$ cat src/rtl/serial_adder.sv
// Bit-serial adder: one full-adder slice and a carry flop compute {cout, sum} = a + b + cin
// LSB first over N cycles, with a start/busy/done handshake.
module serial_adder #(
  parameter int unsigned N = 8
) (
  input  logic         clk,
  input  logic         rst_n,
  input  logic         start,
  input  logic [N-1:0] a,
  input  logic [N-1:0] b,
  input  logic         cin,
  output logic         busy,
  output logic         done,
  output logic [N-1:0] sum,
  output logic         cout
);

  localparam int unsigned CW = $clog2(N + 1);
  localparam logic [CW-1:0] LAST = CW'(N - 1);

  typedef enum logic [1:0] {IDLE, SHIFT, DONE} state_t;

  state_t         state, state_nx;
  logic [N-1:0]   a_sr, b_sr, r_sr;
  logic           carry;
  logic [CW-1:0]  cnt;
  logic           accept_c, last_c, bit_c, carry_c;

  // Next-state, full-adder slice and handshake decode
  always_comb begin
    state_nx = state;
    accept_c = 1'b0;
    last_c   = 1'b0;
    bit_c    = a_sr[0] ^ b_sr[0] ^ carry;
    carry_c  = (a_sr[0] & b_sr[0]) | (a_sr[0] & carry) | (b_sr[0] & carry);
    case (state)
      IDLE, DONE: begin
        if (start) begin
          accept_c = 1'b1;
          state_nx = SHIFT;
        end else begin
          state_nx = IDLE;
        end
      end
      SHIFT: begin
        if (cnt == LAST) begin
          last_c   = 1'b1;
          state_nx = DONE;
        end
      end
      default: state_nx = IDLE;
    endcase
  end

  // State register
  always_ff @(posedge clk or negedge rst_n) begin
    if (!rst_n) state <= IDLE;
    else        state <= state_nx;
  end

  // Operand/result shifters, carry, counter and registered outputs
  always_ff @(posedge clk or negedge rst_n) begin
    if (!rst_n) begin
      a_sr  <= '0;
      b_sr  <= '0;
      r_sr  <= '0;
      carry <= 1'b0;
      cnt   <= '0;
      sum   <= '0;
      cout  <= 1'b0;
      busy  <= 1'b0;
      done  <= 1'b0;
    end else begin
      busy <= (state_nx == SHIFT);
      done <= (state_nx == DONE);
      if (accept_c) begin
        a_sr  <= a;
        b_sr  <= b;
        carry <= cin;
        cnt   <= '0;
      end else if (state == SHIFT) begin
        a_sr  <= a_sr >> 1;
        b_sr  <= b_sr >> 1;
        r_sr  <= {bit_c, r_sr[N-1:1]};
        carry <= carry_c;
        cnt   <= cnt + CW'(1);
      end
      // Result is published only once the final bit is known
      if (last_c) begin
        sum  <= {bit_c, r_sr[N-1:1]};
        cout <= carry_c;
      end
    end
  end

endmodule

$ cat config.mk
export PLATFORM = sky130hd
export DESIGN_NAME = serial_adder
export DESIGN_NICKNAME = d
export VERILOG_FILES = /design/src/rtl/serial_adder.sv
export SDC_FILE = /design/constraint.sdc
export NUM_CORES = 1
export LEC_CHECK = 0
export ABC_AREA = 1
export ABC_CLOCK_PERIOD_IN_PS = 1400
export BUFFER_PORTS_ARGS = -buffer_cell sky130_fd_sc_hd__buf_2
export CAP_MARGIN = 20
export CORE_MARGIN = 5
export CORE_UTILIZATION = 50
export DETAILED_ROUTE_END_ITERATION = 10
export GPL_TIMING_DRIVEN = 0
export HOLD_SLACK_MARGIN = 0.02
export PLACE_DENSITY = 0.73
export SKIP_CTS_REPAIR_TIMING = 1
export SYNTH_ARGS = -nofsm -noshare
export SYNTH_HDL_FRONTEND = slang
export SYNTH_SLANG_ARGS = --single-unit
$ cat constraint.sdc
create_clock -name clk -period 1.4 [get_ports clk]
set_clock_uncertainty 0.1 [all_clocks]
set_input_delay 0.28 -clock clk [delete_from_list [all_inputs] [get_ports clk]]
set_output_delay 0.28 -clock clk [all_outputs]
set_load 0.02 [all_outputs]
Yosys cells after proc, flatten, opt, wreduce, memory -nomap -nowiden:

Index checks and enable logic that the tools add are counted.
W data, S select, Z words.

* flip-flop bits (word level): 42
* output and inout port bits: 11
* logic and storage cells: 43

* bitwise logic cells: 8
* equal/unequal tests: 5
* multiplexer cells: 15
* add/sub/neg operators: 1
* reduce and logical (&&, ||, !) cells: 4

Operators with widths (number)
* $mux W8: 4
* $mux W4: 2
* $mux W1: 7
* $add A4 B1 Y4 const B: 1
* $eq A2 B1 Y1 const B: 2
* $eq A2 B2 Y1 const B: 2
* $eq A4 B3 Y1 const B: 1
* $pmux W2 S2: 1
* $and A1 B1 Y1: 3
* $logic_not A2 Y1: 1
* $mux W2: 1
* $or A1 B1 Y1: 2
* $reduce_and A2 Y1: 1
* $reduce_bool A2 Y1: 1
* $reduce_or A2 Y1: 1
* $xor A1 B1 Y1: 2
* $not A1 Y1: 1

Longest topological paths before layout:

Gate-level depths: netlist (run 1).

* word-level depth: 5
* mapped depth: 7
* gate-level depth less buffers: 7

Worst setup path before layout (run 1):

OpenSTA, ideal clock, no wires.

* kind: register to register
* from: register cnt[0]
* to: register sum[0]
* stages on the path, launching flop included: 8
* library setup time: 0.116 ns
* setup slack: 0.138 ns
* path buffers: 1
* arrival time: 1.045 ns
* required time: 1.184 ns
* path through: dfrtp_1 ha_1 nand2_2 nor2_4 nand2_4 buf_6 nand2_2 nand2_1

* longest elaborated chain between the ends: 3

RTL lines
* from (decl): line 26 `logic [CW-1:0] cnt;`
* from (signal assigned): line 86 `cnt <= cnt + CW'(1);`
* $eq A4 B3 Y1: line 46 `if (cnt == LAST) begin`
* $mux W1: line 46
* $mux W1: line 36 `case (state)`
* to (signal assigned): line 90 `sum <= {bit_c, r_sr[N-1:1]};`
* to (decl): line 14 `output logic [N-1:0] sum,`

No other way between the ends.
A chain may end at the register's enable or synchronous reset.

Worst setup path in the final report (run 1):

Same ends and word-level chain as after synthesis.

==> summary.txt, run 1 <==
Outcome
  • Status: finished, violations left
  • Failing checks: negative hold slack

Critical path
  • Setup CP Type: register to register
  • Startpoint Class: register
  • R2R cell count: 7
  • Critical path endpoint category: register
  • Reg2reg start: cnt[0]
  • Critical R2R Capture: sum[0]
  • Reg2reg setup slack: 40 ps
  • CP Data Required Time: 1550 ps
  • CP max FO: 10
  • WP data arrival: 1510 ps

Power
  • VDD IR max: 944 µV
  • Lkg Pwr: 1.09 nW
  • PD cells: 2220 nW/µm²
  • Total Power: 0.00463 W

Yosys
  • Synth Register Bits: 41
  • Net Count, Synth: 208
  • Register area share after synthesis: 0.581
  • Mapped Cells: 186
  • Synthesized cell area: 1770 µm²
  • Cell variety after synth: 20
  • Mean Syn Cell Area: 9.50 µm²
  • Synthesis warning total: 0

Timing
  • Final Hold Slack: -54.7 ps
  • Fmax: 735 MHz
  • Period minus WS final: 1360 ps
  • Slew Viols, Final: 0
  • Rel. slew slack: 0.407
  • Final setup violation count: 0
  • Setup TNS Final: 0 ps
  • Worst Tran Pin Value: 890 ps
  • Fin. Hold Viols: 41
  • Post-route setup slack: 40.2 ps
  • RSZ-0062 raised after global routing: yes
  • Period Utilization, post-route: 0.971

Drt
  • Routed vias: 1342
  • Wire per inst: 12.1 µm
  • Post-Route WL: 3340 µm
  • Via/cell ratio: 4.86
  • DRC violations left: 0
  • Antenna Nets Post-Route: 0
  • Starting DRC count in detailed routing: 103
  • Pre-Repair DR Iteration Count: 4

Hold path
  • Worst min path class: input pin to asynchronous set/reset pin

Flow run
  • Max cap viols: 0

Global route
  • Grt ovf: 0
  • Vias in the first global route: roughly 1300
  • Initial antenna violation count: 0
  • Largest net degree at the start of global routing: 42
  • Global-route wire length before repair: roughly 5700 µm
  • GRT Util Overall: 0.149

Layout
  • Multi-input logic area: approximately 630 µm²
  • Ant. Diodes: 0
  • Area delta synth->final: 17.9%
  • Fin util: 0.615
  • # fillers: 314
  • Register area: 1030 µm²
  • Nets: 251
  • Fraction of layout cells with a size suffix above 1: 0.296

Clocking
  • Clock-pin slew on the worst setup and hold paths: 110 ps
  • Total CTS buffers: 5
  • Clock Path Buffers: 2
  • CTS root buffer: clkbuf_4
  • H-tree depth: 2
  • Clk_lat worst skew: 350 ps
  • CTS tree: done
  • CTS Sinks: 41

Place
  • Final GP Congestion: just under 0.8
  • Final HPWL DP: ~2300 µm
  • Place WS: -0.984 ps
  • IO buf count: 30

Die
  • Site Rows: 21
  • I/O pins: 31
  • Die area: 4820 µm²
  • Core ar.: 3390 µm²
  • Die Height: just under 70 µm
  • Die Wd: between 60 and 70 µm
  • Initial cell density of the core: 0.521
## per-layer routing
layer / vias to the layer above / routed length, µm / track usage
met4: 0 / 40 / 0.0586
li1: 687 / - / -
met2: 35 / 1470 / 0.229
met5: - / 0 / 0
met1: 616 / 1630 / 0.191
met3: 4 / 205 / 0.0522
## cell families after synthesis
| family | after synthesis | synth area share |
|---|---|---|
| AOI/OAI and AO/OA | 25 | 0.103 |
| and+or+nand+nor | 93 | 0.230 |
| buffers and inverters | 25 | 0.0673 |
| adders and majority gates | 2 | 0.0184 |
| DFF | 41 | 0.581 |
## flip-flops by register name, summed over array words and instances (netlist names)
| register | cells |
|---|---|
| cout | 1 |
| busy | 1 |
| done | 1 |
| a_sr | 8 |
| state | 2 |
| b_sr | 8 |
| r_sr | 7 |
| cnt | 4 |
| sum | 8 |
| carry | 1 |
## metrics by stage
step | instances | cell area [µm²] | hold WS [ps]
floorplan | 186 | 1770 | -116
finish | 276 | 2080 | -54.7
global placement | 262 | 1970 | 354
global route | 276 | 2080 | 18.8
CTS | 270 | 2020 | -36.2
detailed placement | 262 | 1970 | 354
## cell usage after synthesis
| library cell | n | area [µm²] |
|---|---|---|
| nand2_1 | 56 | 210 |
| dfrtp_1 | 41 | 1030 |
| nand3_1 | 28 | 140 |
| inv_1 | 14 | 52.6 |
| o21ai_2 | 8 | 70.1 |
| o21ai_1 | 7 | 35.0 |
| buf_2 | 5 | 25.0 |
| nor2_1 | 4 | 15.0 |
| buf_4 | 3 | 22.5 |
| nand2_2 | 3 | 18.8 |
| o211ai_2 | 3 | 37.5 |
| o21ai_0 | 3 | 15.0 |
| a21oi_1 | 2 | 10.0 |
| inv_2 | 2 | 7.51 |
| o211ai_1 | 2 | 15.0 |
| buf_6 | 1 | 11.3 |
| fa_1 | 1 | 20.0 |
| ha_1 | 1 | 12.5 |
| nand2_4 | 1 | 11.3 |
| nor2_4 | 1 | 11.3 |
## worst max-delay path: stages, from the launching register on
cell and delay [ps]:
dfrtp_1 400, ha_2 200, nand2_2 70, nor2_4 140, nand2_4 100, buf_12 160
nand2_2 50, nand2_1 40
## where the power goes
group,leakage [nW],internal [W],switching [W]
registers,0.517,0.00171,0.000283
clock network,0.0265,0.000200,0.000354
logic,0.545,0.000823,0.00126
## area by class of cell
type,instances,area share
buffer,9,0.0336
clock buffer,8,0.0234
inverter,16,0.0288
multi-input combinational,121,0.303
sequential,41,0.492
tap,46,0.0276
timing repair buffer,35,0.0913
## cell usage in the layout, fill, tap and decap left out, drive strengths merged, types with 2 or more instances in the layout
cell / count
clkbuf: 9
nand2: 61
nor2: 5
inv: 16
dfrtp: 41
o21ai: 18
o211ai: 5
nand3: 28
a21oi: 2
buf: 42
## worst max-delay path by stage
stage,from,endpoint,depth (start not counted)
after floorplan,cnt[0],sum[0],7
after global placement,cnt[0],sum[0],7
after detailed placement,cnt[0],sum[0],7
after CTS,cnt[0],sum[0],7
after global routing,cnt[0],sum[0],7
final,cnt[0],sum[0],7
Power figures use the tool's default switching activity.
==> run 2: changes to the inputs <==
Settings changed: ABC_CLOCK_PERIOD_IN_PS 1400 to 1200, CORE_MARGIN 5 to 8, CORE_UTILIZATION 50 to 49, PLACE_DENSITY 0.73 to 0.74.
Clock period 1.4 ns to 1.2 ns, I/O delays scaled along.
==> run 2 against run 1 <==
The run ends with negative hold slack, negative setup slack left. Critical path depth unchanged. Sequential power increased by 27%. Die area increased by 20%. Count of clock-buffer cells in the layout decreased by 3. Routed wire length increased by 60%. Via count increased by 24%. Worst setup slack got worse by 210 ps. Critical path type unchanged. Highest routed layer unchanged.
==> summary.txt, run 2 (same netlist as run 1, synthesis figures left out) <==
Drt
  • Antenna Nets Post-Route: 0 (unchanged)
  • Routed vias: 1666 (was 1342)
  • Wire per inst: 17.3 µm (was 12.1 µm)
  • DRC violations left: 0 (unchanged)
  • Post-Route WL: 5360 µm (was 3340 µm)
  • Pre-Repair DR Iteration Count: 5 (was 4)
  • Via/cell ratio: 5.37 (was 4.86)
  • Starting DRC count in detailed routing: 151 (was 103)

Timing
  • Period minus WS final: 1370 ps (was 1360 ps)
  • Final Hold Slack: -127 ps (was -54.7 ps)
  • Fin. Hold Viols: 41 (unchanged)
  • Worst Tran Pin Value: 887 ps (was 890 ps)
  • RSZ-0062 raised after global routing: yes (unchanged)
  • Rel. slew slack: 0.409 (was 0.407)
  • Post-route setup slack: -169 ps (was 40.2 ps)
  • Slew Viols, Final: 0 (unchanged)
  • Setup TNS Final: -2620 ps (was 0 ps)
  • Final setup violation count: 35 (was 0)
  • Period Utilization, post-route: 1.14 (was 0.971)
  • Fmax: 730 MHz (was 735 MHz)

Place
  • Final HPWL DP: 2360 µm (was 2260 µm)
  • DP Area: 1980 µm² (was 1970 µm²)
  • IO buf count: 30 (unchanged)
  • Final GP Congestion: 0.711 (was 0.771)

Outcome
  • Status: finished, violations left (unchanged)
  • Failing checks: negative hold slack, negative setup slack (was negative hold slack)

Clocking
  • H-tree depth: 2 (unchanged)
  • CTS Sinks: 41 (unchanged)
  • Clock Path Buffers: 2 (unchanged)
  • Total CTS buffers: 5 (unchanged)
  • CTS root buffer: clkbuf_4 (unchanged)
  • Clock-pin slew on the worst setup and hold paths: 140 ps (was 110 ps)
  • CTS tree: done (unchanged)
  • Clk_lat worst skew: 370 ps (was 350 ps)

Die
  • Die Height: 76.0 µm (was 69.4 µm)
  • Die Wd: 76.0 µm (was 69.4 µm)
  • Site Rows: 22 (was 21)
  • Die area: 5780 µm² (was 4820 µm²)
  • I/O pins: 31 (unchanged)
  • Initial cell density of the core: 0.498 (was 0.521)
  • Core ar.: 3550 µm² (was 3390 µm²)

Global route
  • Vias in the first global route: 1341 (was 1282)
  • GRT Util Overall: 0.122 (was 0.149)
  • Grt ovf: 0 (unchanged)
  • Global-route wire length before repair: 5800 µm (was 5710 µm)
  • Initial antenna violation count: 0 (unchanged)
  • Largest net degree at the start of global routing: 42 (unchanged)

Power
  • Sequential power share: 0.325 (was 0.431)
  • Clk network pwr share: 0.121 (was 0.120)
  • Combinational fraction of design power: 0.554 (was 0.449)
  • Lkg Pwr: 1.42 nW (was 1.09 nW)
  • VDD IR max: 2030 µV (was 944 µV)
  • PD cells: 2740 nW/µm² (was 2220 nW/µm²)
  • Internal power: 0.00459 W (was 0.00274 W)
  • Sw frac: 0.412 (was 0.409)
  • Switch Pwr: 0.00321 W (was 0.00189 W)
  • Total Power: 0.00780 W (was 0.00463 W)

Layout
  • Fin util: 0.801 (was 0.615)
  • Commonest non-fill, non-tap cell in the layout: nand2_1 (unchanged)
  • Area delta synth->final: 60.9% (was 17.9%)
  • Most frequent cells in the layout: nand2_1 (46), dfrtp_1 (40), nand3_2 (22), buf_2 (21), buf_6 (15) (was nand2_1 (56), dfrtp_1 (41), buf_2 (34), nand3_1 (28), inv_1 (14))
  • Fraction of layout cells with a size suffix above 1: 0.508 (was 0.296)
  • Nets: 283 (was 251)
  • Post-route cell area: 2840 µm² (was 2080 µm²)
  • Ant. Diodes: 0 (unchanged)
  • Biggest regs: a_sr: 8 flops, b_sr: 8 flops, sum: 8 flops (unchanged)

Critical path
  • CP max FO: 6 (was 10)
  • WP data arrival: 1540 ps (was 1510 ps)
  • Setup CP Type: register to register (unchanged)
  • Startpoint Class: register (unchanged)
  • Critical path endpoint category: register (unchanged)
  • CP Data Required Time: 1380 ps (was 1550 ps)

Hold path
  • Worst min path class: input pin to asynchronous set/reset pin (unchanged)

Flow run
  • Max cap viols: 0 (unchanged)
## run 2: changes by cell type in the layout (fill, tap and decap cells not counted), sizes merged
cell	change
clkbuf	+1
clkinvlp	+1
dlygate4sd3	+13
inv	+1
buf	+15
nand2	-1
bufinv	+1
clkinv	+1
## run 2: worst paths after layout
kind / slack [ps] / depth (start not counted) / from / end
setup / recovery: -170 / 7 / cnt[1] / sum[5]
hold / removal: -130 / 1 / rst_n / sum[4]
setup reg to reg: -170 / 7 / cnt[1] / sum[5]
hold reg to reg: 420 / 2 / r_sr[3] / r_sr[3]
max in group asynchronous: 530 / 1 / rst_n / state[0]
min in group clk: 20 / 3 / b[1] / b_sr[1]
## run 2: critical path, cell delays in order, from the launching register on
cell     delay [ps]
dfrtp_1         440
ha_4            170
nand2_4          50
nor2_4          140
nand2_4         110
buf_12          160
nand2_2          60
o21ai_2          50
## run 2: area by class of cell
cell class / instances / area (µm²)
Clock buffer: 5 / 37.5
Timing Repair inverter: 1 / 6.26
Multi-Input combinational cell: 120 / 831
Clock inverter: 3 / 46.3
Inverter: 16 / 70.1
Tap cell: 48 / 60.1
Fill cell: 183 / 708
Timing Repair Buffer: 67 / 631
Sequential cell: 41 / 1030
Buffer: 9 / 134
## run 2: metrics by stage
| step | worst slack [ps] | instances |
|---|---|---|
| after CTS | -200 | 272 |
| after detailed placement | -194 | 264 |
| after floorplan | -61.8 | 186 |
| after global routing | -221 | 310 |
| final | -169 | 310 |
| after global placement | -173 | 264 |
## run 2: layer usage
metal,up-vias,share of wire,track usage
met4,0,0.037,0.0588
met2,83,0.51,0.190
met1,804,0.39,0.146
met5,-,0,0
met3,24,0.069,0.0436
li1,755,-,-
## run 2: power by group through the flow
stage	clock network, W	registers, W	logic (W)
4_1_cts	0.000942	0.00234	0.00233
5_1_grt	0.000999	0.00259	0.00460
6_report	0.000947	0.00253	0.00432
3_3_place_gp	0	0.00234	0.00227
2_1_floorplan	0	0.00251	0.00156
3_5_place_dp	0	0.00236	0.00232
